===== src/rtl/pipe_if_stage.sv =====
// rtl/pipe_if_stage.sv - instruction fetch stage with IF/ID register, req/ack imem and buffered redirect
module pipe_if_stage #(
    parameter logic [31:0] RESET_PC = 32'h0000_0000
) (
    input  logic        clock,
    input  logic        reset,
    input  logic        wpcir,
    input  logic [1:0]  pcsource,
    input  logic [31:0] bpc,
    input  logic [31:0] jpc,
    input  logic [31:0] rpc,
    output logic        imem_req,
    output logic [31:0] imem_addr,
    input  logic [31:0] imem_rdata,
    input  logic        imem_ack,
    output logic [31:0] dpc4,
    output logic [31:0] dinst,
    output logic        dvalid,
    output logic        if_busy
);

    typedef enum logic {
        S_FETCH = 1'b0,
        S_HOLD  = 1'b1
    } state_t;

    state_t      state_q, state_d;
    logic [31:0] pc_q, pc_d;
    logic [31:0] dpc4_q, dpc4_d;
    logic [31:0] dinst_q, dinst_d;
    logic        dvalid_q, dvalid_d;
    logic        pend_v_q, pend_v_d;
    logic [31:0] pend_tgt_q, pend_tgt_d;
    logic [31:0] skid_q, skid_d;

    logic [31:0] pc4;
    logic [31:0] sel_tgt;
    logic [31:0] npc;

    always_comb begin
        pc4     = pc_q + 32'd4;
        sel_tgt = pc4;
        case (pcsource)
            2'b01:   sel_tgt = bpc;
            2'b10:   sel_tgt = jpc;
            2'b11:   sel_tgt = rpc;
            default: sel_tgt = pc4;
        endcase
        // A redirect captured during a stalled fetch wins over whatever ID presents now.
        npc = pend_v_q ? pend_tgt_q : sel_tgt;
    end

    always_comb begin
        state_d    = state_q;
        pc_d       = pc_q;
        dpc4_d     = dpc4_q;
        dinst_d    = dinst_q;
        dvalid_d   = dvalid_q;
        pend_v_d   = pend_v_q;
        pend_tgt_d = pend_tgt_q;
        skid_d     = skid_q;
        case (state_q)
            S_FETCH: begin
                if (imem_ack) begin
                    if (wpcir) begin
                        dpc4_d   = pc4;
                        dinst_d  = imem_rdata;
                        dvalid_d = 1'b1;
                        pc_d     = npc;
                        pend_v_d = 1'b0;
                    end else begin
                        skid_d  = imem_rdata;
                        state_d = S_HOLD;
                    end
                end else if (wpcir) begin
                    dinst_d  = 32'h0;
                    dvalid_d = 1'b0;
                    if (pcsource != 2'b00) begin
                        pend_tgt_d = sel_tgt;
                        pend_v_d   = 1'b1;
                    end
                end
            end
            S_HOLD: begin
                if (wpcir) begin
                    dpc4_d   = pc4;
                    dinst_d  = skid_q;
                    dvalid_d = 1'b1;
                    pc_d     = npc;
                    pend_v_d = 1'b0;
                    state_d  = S_FETCH;
                end
            end
            default: state_d = S_FETCH;
        endcase
    end

    always_ff @(posedge clock) begin
        if (reset) begin
            state_q    <= S_FETCH;
            pc_q       <= RESET_PC;
            dpc4_q     <= 32'h0;
            dinst_q    <= 32'h0;
            dvalid_q   <= 1'b0;
            pend_v_q   <= 1'b0;
            pend_tgt_q <= 32'h0;
            skid_q     <= 32'h0;
        end else begin
            state_q    <= state_d;
            pc_q       <= pc_d;
            dpc4_q     <= dpc4_d;
            dinst_q    <= dinst_d;
            dvalid_q   <= dvalid_d;
            pend_v_q   <= pend_v_d;
            pend_tgt_q <= pend_tgt_d;
            skid_q     <= skid_d;
        end
    end

    assign imem_req  = (state_q == S_FETCH) && !reset;
    assign imem_addr = pc_q;
    assign dpc4      = dpc4_q;
    assign dinst     = dinst_q;
    assign dvalid    = dvalid_q;
    assign if_busy   = (state_q == S_FETCH) && !imem_ack;

endmodule

===== config.mk =====
export PLATFORM = sky130hd
export DESIGN_NAME = pipe_if_stage
export DESIGN_NICKNAME = d
export VERILOG_FILES = /design/src/rtl/pipe_if_stage.sv
export SDC_FILE = /design/constraint.sdc
export NUM_CORES = 1
export LEC_CHECK = 0
export ABC_AREA = 1
export CAP_MARGIN = 40
export CORE_MARGIN = 2
export CORE_UTILIZATION = 45
export DETAILED_ROUTE_END_ITERATION = 8
export HOLD_SLACK_MARGIN = 0.12
export PLACE_DENSITY = 0.73
export SLEW_MARGIN = 20
export SYNTH_ARGS = -nofsm -noshare
export SYNTH_HDL_FRONTEND = slang
export SYNTH_SLANG_ARGS = --single-unit
export TNS_END_PERCENT = 10

===== constraint.sdc =====
create_clock -name clock -period 2.3 [get_ports clock]
set_clock_uncertainty 0.1 [all_clocks]
set_input_delay 0.23 -clock clock [delete_from_list [all_inputs] [get_ports clock]]
set_output_delay 0.23 -clock clock [all_outputs]
set_load 0.1 [all_outputs]

# [Word level (Yosys, flattened, before mapping)]
# Index checks and enable logic that the tools add are counted.
[classes] addsub=1 n_mul=0 n_div=0 order_cmp=0 eq_ne=8 n_shift=0 mux=25 bitwise_logic=3 n_reduce_logical=9
[ops] operator="$mux 32" n=9
[ops] operator="$pmux 32 s2" n=3
[ops] operator="$pmux 32 s3" n=1
[ops] operator="$add 32x3->32 const B" n=1
[ops] operator="$mux 1" n=9
[ops] operator="$ne 2x2->1 const B" n=3
[ops] operator="$ne 3x3->1 const B" n=2
[ops] operator="$pmux 1 s2" n=3
[ops] operator="$eq 2x2->1 const B" n=2
[ops] operator="$reduce_and 2->1" n=2
[ops] operator="$reduce_and 4->1" n=1
[ops] operator="$not 1->1" n=3
[ops] operator="$reduce_and 3->1" n=1
[ops] operator="$eq 2x1->1 const B" n=1
[ops] operator="$logic_and 1x1->1" n=2
[ops] operator="$logic_not 1->1" n=2
[ops] operator="$reduce_bool 2->1" n=1
[word_totals] regBits=163 latchBits=0 ram_bits=0 mem_bits_ro=0 inputBits=134 out_inout_bits=99 elab_cells=54 mem_count=0

# [Longest topological paths before layout]
[depth] word_depth=6 mapped_depth=12 depth_no_buf=12

# [Least setup slack after synthesis]
# OpenSTA, ideal clock, no wires.
[synth_path] kind="register to register" start="register pc_q[2] (netlist: imem_addr[2])" end="register pc_q[26] (netlist: imem_addr[26])" setup_time_ps=116 arrival_ps=2250 t_required_ps=2084 path_slack_ps=-165 path_stages_with_launch=13 n_path_buf=0 synth_period_minus_slack_ps=2465 path_cell_list="dfxtp_1 ha_1 nand2_1 nor2_2 nand2_4 nor2_8 nand2_1 nand2_1 nand3_1 nand2_1 nand2_1 nand2_1 nand2_1"
[synth_via] elab_chain_len=6
[synth_lines] item="from (decl)" line_no="28" source="logic [31:0] pc_q, pc_d;"
[synth_lines] item="from (signal assigned)" line_no="110" source="pc_q <= pc_d;"
[synth_lines] item="$add 32x3->32 *" line_no="41" source="pc4 = pc_q + 32'd4;"
[synth_lines] item="$pmux 32 s3 *" line_no="43" source="case (pcsource)"
[synth_lines] item="$mux 32 *" line_no="50" source="npc = pend_v_q ? pend_tgt_q : sel_tgt;"
[synth_lines] item="$mux 32 *" line_no="65, 85"
[synth_lines] item="$mux 32" line_no="64" source="if (imem_ack) begin"
[synth_lines] item="$pmux 32 s2 *" line_no="62" source="case (state_q)"
# Every way passes the cells marked *; elsewhere a longest branch is shown, timed or not. The select of a mux whose other input is x is not followed.
# A chain may end at the register's enable or synchronous reset.

# [Worst setup path in the final report]
[layout_path] start="register pc_q[14] (netlist: imem_addr[14])" end="register pc_q[15] (netlist: imem_addr[15])"
# The elaborated chain is that of the path after synthesis.

==> impl_metrics.csv <==
group,metric,value,unit
outcome,status,"completed",
global_routing,antenna_found_initial,0,
finish,syn2layout_area_growth,38.7,%
finish,drive_gt1_share,14.3,%
logic_synthesis,syn_area,7730,um2
timing,tightest_slew,613,ps
critical_path,start_kind,"flop",
clock_network,clock-root-buffer,"clkbuf_16",
placement,detailed_place_hpwl,18400,um
floorplanning,die-width,135,um
logic_synthesis,syn_nets,1259,
logic_synthesis,synth_top_family_by_area,"simple AND/OR/NAND/NOR gates",
logic_synthesis,postSynthAreaPerCell,6.87,um2
floorplanning,start_util,46.3,%
finish,nets,1474,
critical_path,cp_num_buf_inv,0,
clock_network,tritoncts,"built",
timing,period_share,87.1,%
clock_network,numCtsBuffers,17,
logic_synthesis,yosys-mux-area-fraction,0,%
floorplanning,ioPinCount,233,
clock_network,path_clk_slew,80,ps
timing,relSlewSlack,59.1,%
finish,fill_cells,1574,
global_routing,grt_pass1_wl,40100,um
hold_path,hp-class,"in -> reg",
placement,io_buffer_count,232,
floorplanning,row_count,47,
logic_synthesis,synth-adder-area-share,0.162,%
floorplanning,die_h,135,um
floorplanning,die_area,18200,um2
clock_network,cts.sinks,163,
logic_synthesis,synth_xor_xnor_area_share,1.47,%
critical_path,crit_path_max_incr_delay,470,ps
logic_synthesis,yosys_warnings,0,
critical_path,path_class,"reg -> reg",
logic_synthesis,synth-simple-area-share,28.2,%
clock_network,ctsResizeCount,0,
global_routing,grt_pass1_vias,7873,
clock_network,hold_buffers,0,
critical_path,crit_slowest_cell,"dfxtp_1",
timing,finalMaxSlewViolations,0,
global_routing,grt_max_degree,64,
logic_synthesis,ys_types,36,
placement,place_ws,99.8,ps
power_and_ir_drop,power_density,728,nW/um2
critical_path,cp_max_fo,7,
clock_network,postCtsSetupBuffers,0,
timing,rsz0062_at_grt,"no",
flow_run,max_cap_violations,0,
logic_synthesis,yosysSeqAreaShare,42.2,%
timing,setup-violations-final,0,
global_routing,grt_overflow,0,
detailed_routing,via_per_inst,5.34,
detailed_routing,drtPass1Iterations,5,
timing,fin_ws,296,ps
global_routing,grt_usage,27.8,%
clock_network,clk_path_buf_depth,2,
critical_path,arrival,2290,ps
logic_synthesis,synth_compound_area_share,19.4,%
logic_synthesis,syn_inst,1124,
detailed_routing,first_iter_violations,611,
critical_path,cp_common_cell,"nand2_1",
detailed_routing,vias,8396,
power_and_ir_drop,leakagePower,0.00472,uW
timing,finalCriticalPeriod,2000,ps
critical_path,critPathTopFamily,"simple AND/OR/NAND/NOR gates",
critical_path,worstSetupEndpointType,"flop",
timing,fmax,499,MHz
clock_network,htreeDepth,4,
finish,insertedDiodeCount,0,
critical_path,worst-endpoint-required,2590,ps
placement,gp_congestion,0.895,
clock_network,clock_latency,440,ps
power_and_ir_drop,ir_drop,0.569,mV
floorplanning,core,16700,um2
detailed_routing,drc,0,
detailed_routing,routedWlPerCell,16.4,um
critical_path,path_cells,"nand2_1 -> nor2_1 -> nand2_1 -> nor2_4 -> xor2_1 -> nand2_1 -> nand3_1 -> nand2_1 -> nand2_1",
timing,fin_setup_tns,0,ps
detailed_routing,totalWireLength,25800,um
detailed_routing,ant_nets,0,
logic_synthesis,synth_seq_cells,163,
timing,finalHoldViolCount,0,
finish,post-route-util,64.2,%
==> synth_stat cells, drive strengths merged <==
master   count  share of area (%)
a22o        18                2.0
dfxtp      163                 42
o21ai      102                6.6
xnor2        4               0.45
o21bai       1              0.097
inv         92                4.5
and2         1              0.081
a21oi      118                7.6
nand4       12               0.97
clkbuf      28                1.4
buf         42                2.7
xor2         9                1.0
nor2        71                4.6
nand3b       1              0.097
o2111ai      3               0.34
a221oi       3               0.34
ha           1               0.16
nand3       87                5.6
a31oi       11               0.89
a21o         2               0.19
o21a         3               0.29
a41oi        1               0.11
nand2      341                 17
o211ai       5               0.49
nor3         1              0.065
o221ai       1               0.11
o22ai        3               0.24
==> worst reg2reg max path, delay by kind of cell, from the launching register on <==
kind | cells | cell delay [ps]
XOR/XNOR | 1 | 310
flip-flops | 1 | 470
AND/OR/NAND/NOR | 8 | 1080
==> cell families after synthesis <==
group,count (synthesis)
AND/OR/NAND/NOR,514
AO/OA/AOI/OAI,271
flip-flops,163
buffers and inverters,162
XOR/XNOR,13
adder cells (fa/ha/maj),1
==> sequential cells by signal (all words and copies together) (netlist names) <==
| signal | cells |
|---|---|
| dinst | 32 |
| dpc4 | 32 |
| imem_addr | 32 |
| pend_tgt_q | 32 |
| skid_q | 32 |
| dvalid | 1 |
| pend_v_q | 1 |
| state_q | 1 |
==> cell usage in the layout (no fill, tap or decap), types with 4 or more instances in the layout <==
| master | netlist | routed |
|---|---|---|
| o211ai_1 | 5 | 5 |
| clkdlybuf4s50_1 | 0 | 133 |
| o21ai_1 | 8 | 8 |
| o21ai_0 | 94 | 94 |
| dfxtp_1 | 163 | 161 |
| a21oi_1 | 118 | 118 |
| a22o_1 | 18 | 18 |
| buf_12 | 0 | 9 |
| a31oi_1 | 11 | 11 |
| nor2_2 | 8 | 9 |
| inv_2 | 5 | 6 |
| nor2_1 | 56 | 54 |
| nor2_4 | 5 | 6 |
| nand2_1 | 338 | 338 |
| inv_8 | 0 | 8 |
| xnor2_1 | 4 | 4 |
| buf_4 | 4 | 124 |
| inv_6 | 0 | 4 |
| nand3_1 | 87 | 87 |
| nand4_1 | 12 | 12 |
| clkbuf_16 | 0 | 17 |
| inv_1 | 87 | 86 |
| xor2_1 | 9 | 9 |
==> stage by stage <==
stage                     cells  total power (uW)  hold slack (ps)  area (um2)
after floorplan            1124              4400              271        7730
after global placement     1540              5030              341       10100
after detailed placement   1540              5050              345       10100
after CTS                  1572              7820              259       10700
after global routing       1572              8090              273       10700
final                      1572              7800              263       10700
==> layer usage <==
| metal | global-route usage, % | share of wire [%] | up-vias |
|---|---|---|---|
| li1 | - | - | 4140 |
| met1 | 33.8 | 41 | 3842 |
| met2 | 48.0 | 48 | 359 |
| met3 | 6.98 | 8.4 | 55 |
| met4 | 9.38 | 2.5 | 0 |
| met5 | 0 | 0 | - |
==> cell type report <==
type,instances,area (um2),area share [%]
clock inverter,15,151,1.41
sequential,163,3270,30.5
timing repair buffer,266,2440,22.8
tap,220,275,2.57
inverter,92,345,3.22
multi-input combinational,799,3810,35.6
clock buffer,17,425,3.97
==> power by group <==
group / switching (uW) / internal, uW / leakage [uW]
combinational: 1300 / 578 / 0.00310
sequential: 128 / 2990 / 0.00134
clock: 1350 / 1460 / 0.000288
==> worst paths after layout <==
check        cells after the start  slack [ps]                  startpoint                         end
max reg2reg                      9         300  imem_addr[14]$_SDFFE_PP0P_  imem_addr[15]$_SDFFE_PP0P_
min                              3         260              imem_rdata[12]      dinst[12]$_SDFFE_PP0P_
min reg2reg                      2         360       dpc4[20]$_SDFFE_PP0P_       dpc4[20]$_SDFFE_PP0P_
max                              9         300  imem_addr[14]$_SDFFE_PP0P_  imem_addr[15]$_SDFFE_PP0P_
Note: power is estimated with default switching activity, not from simulation.
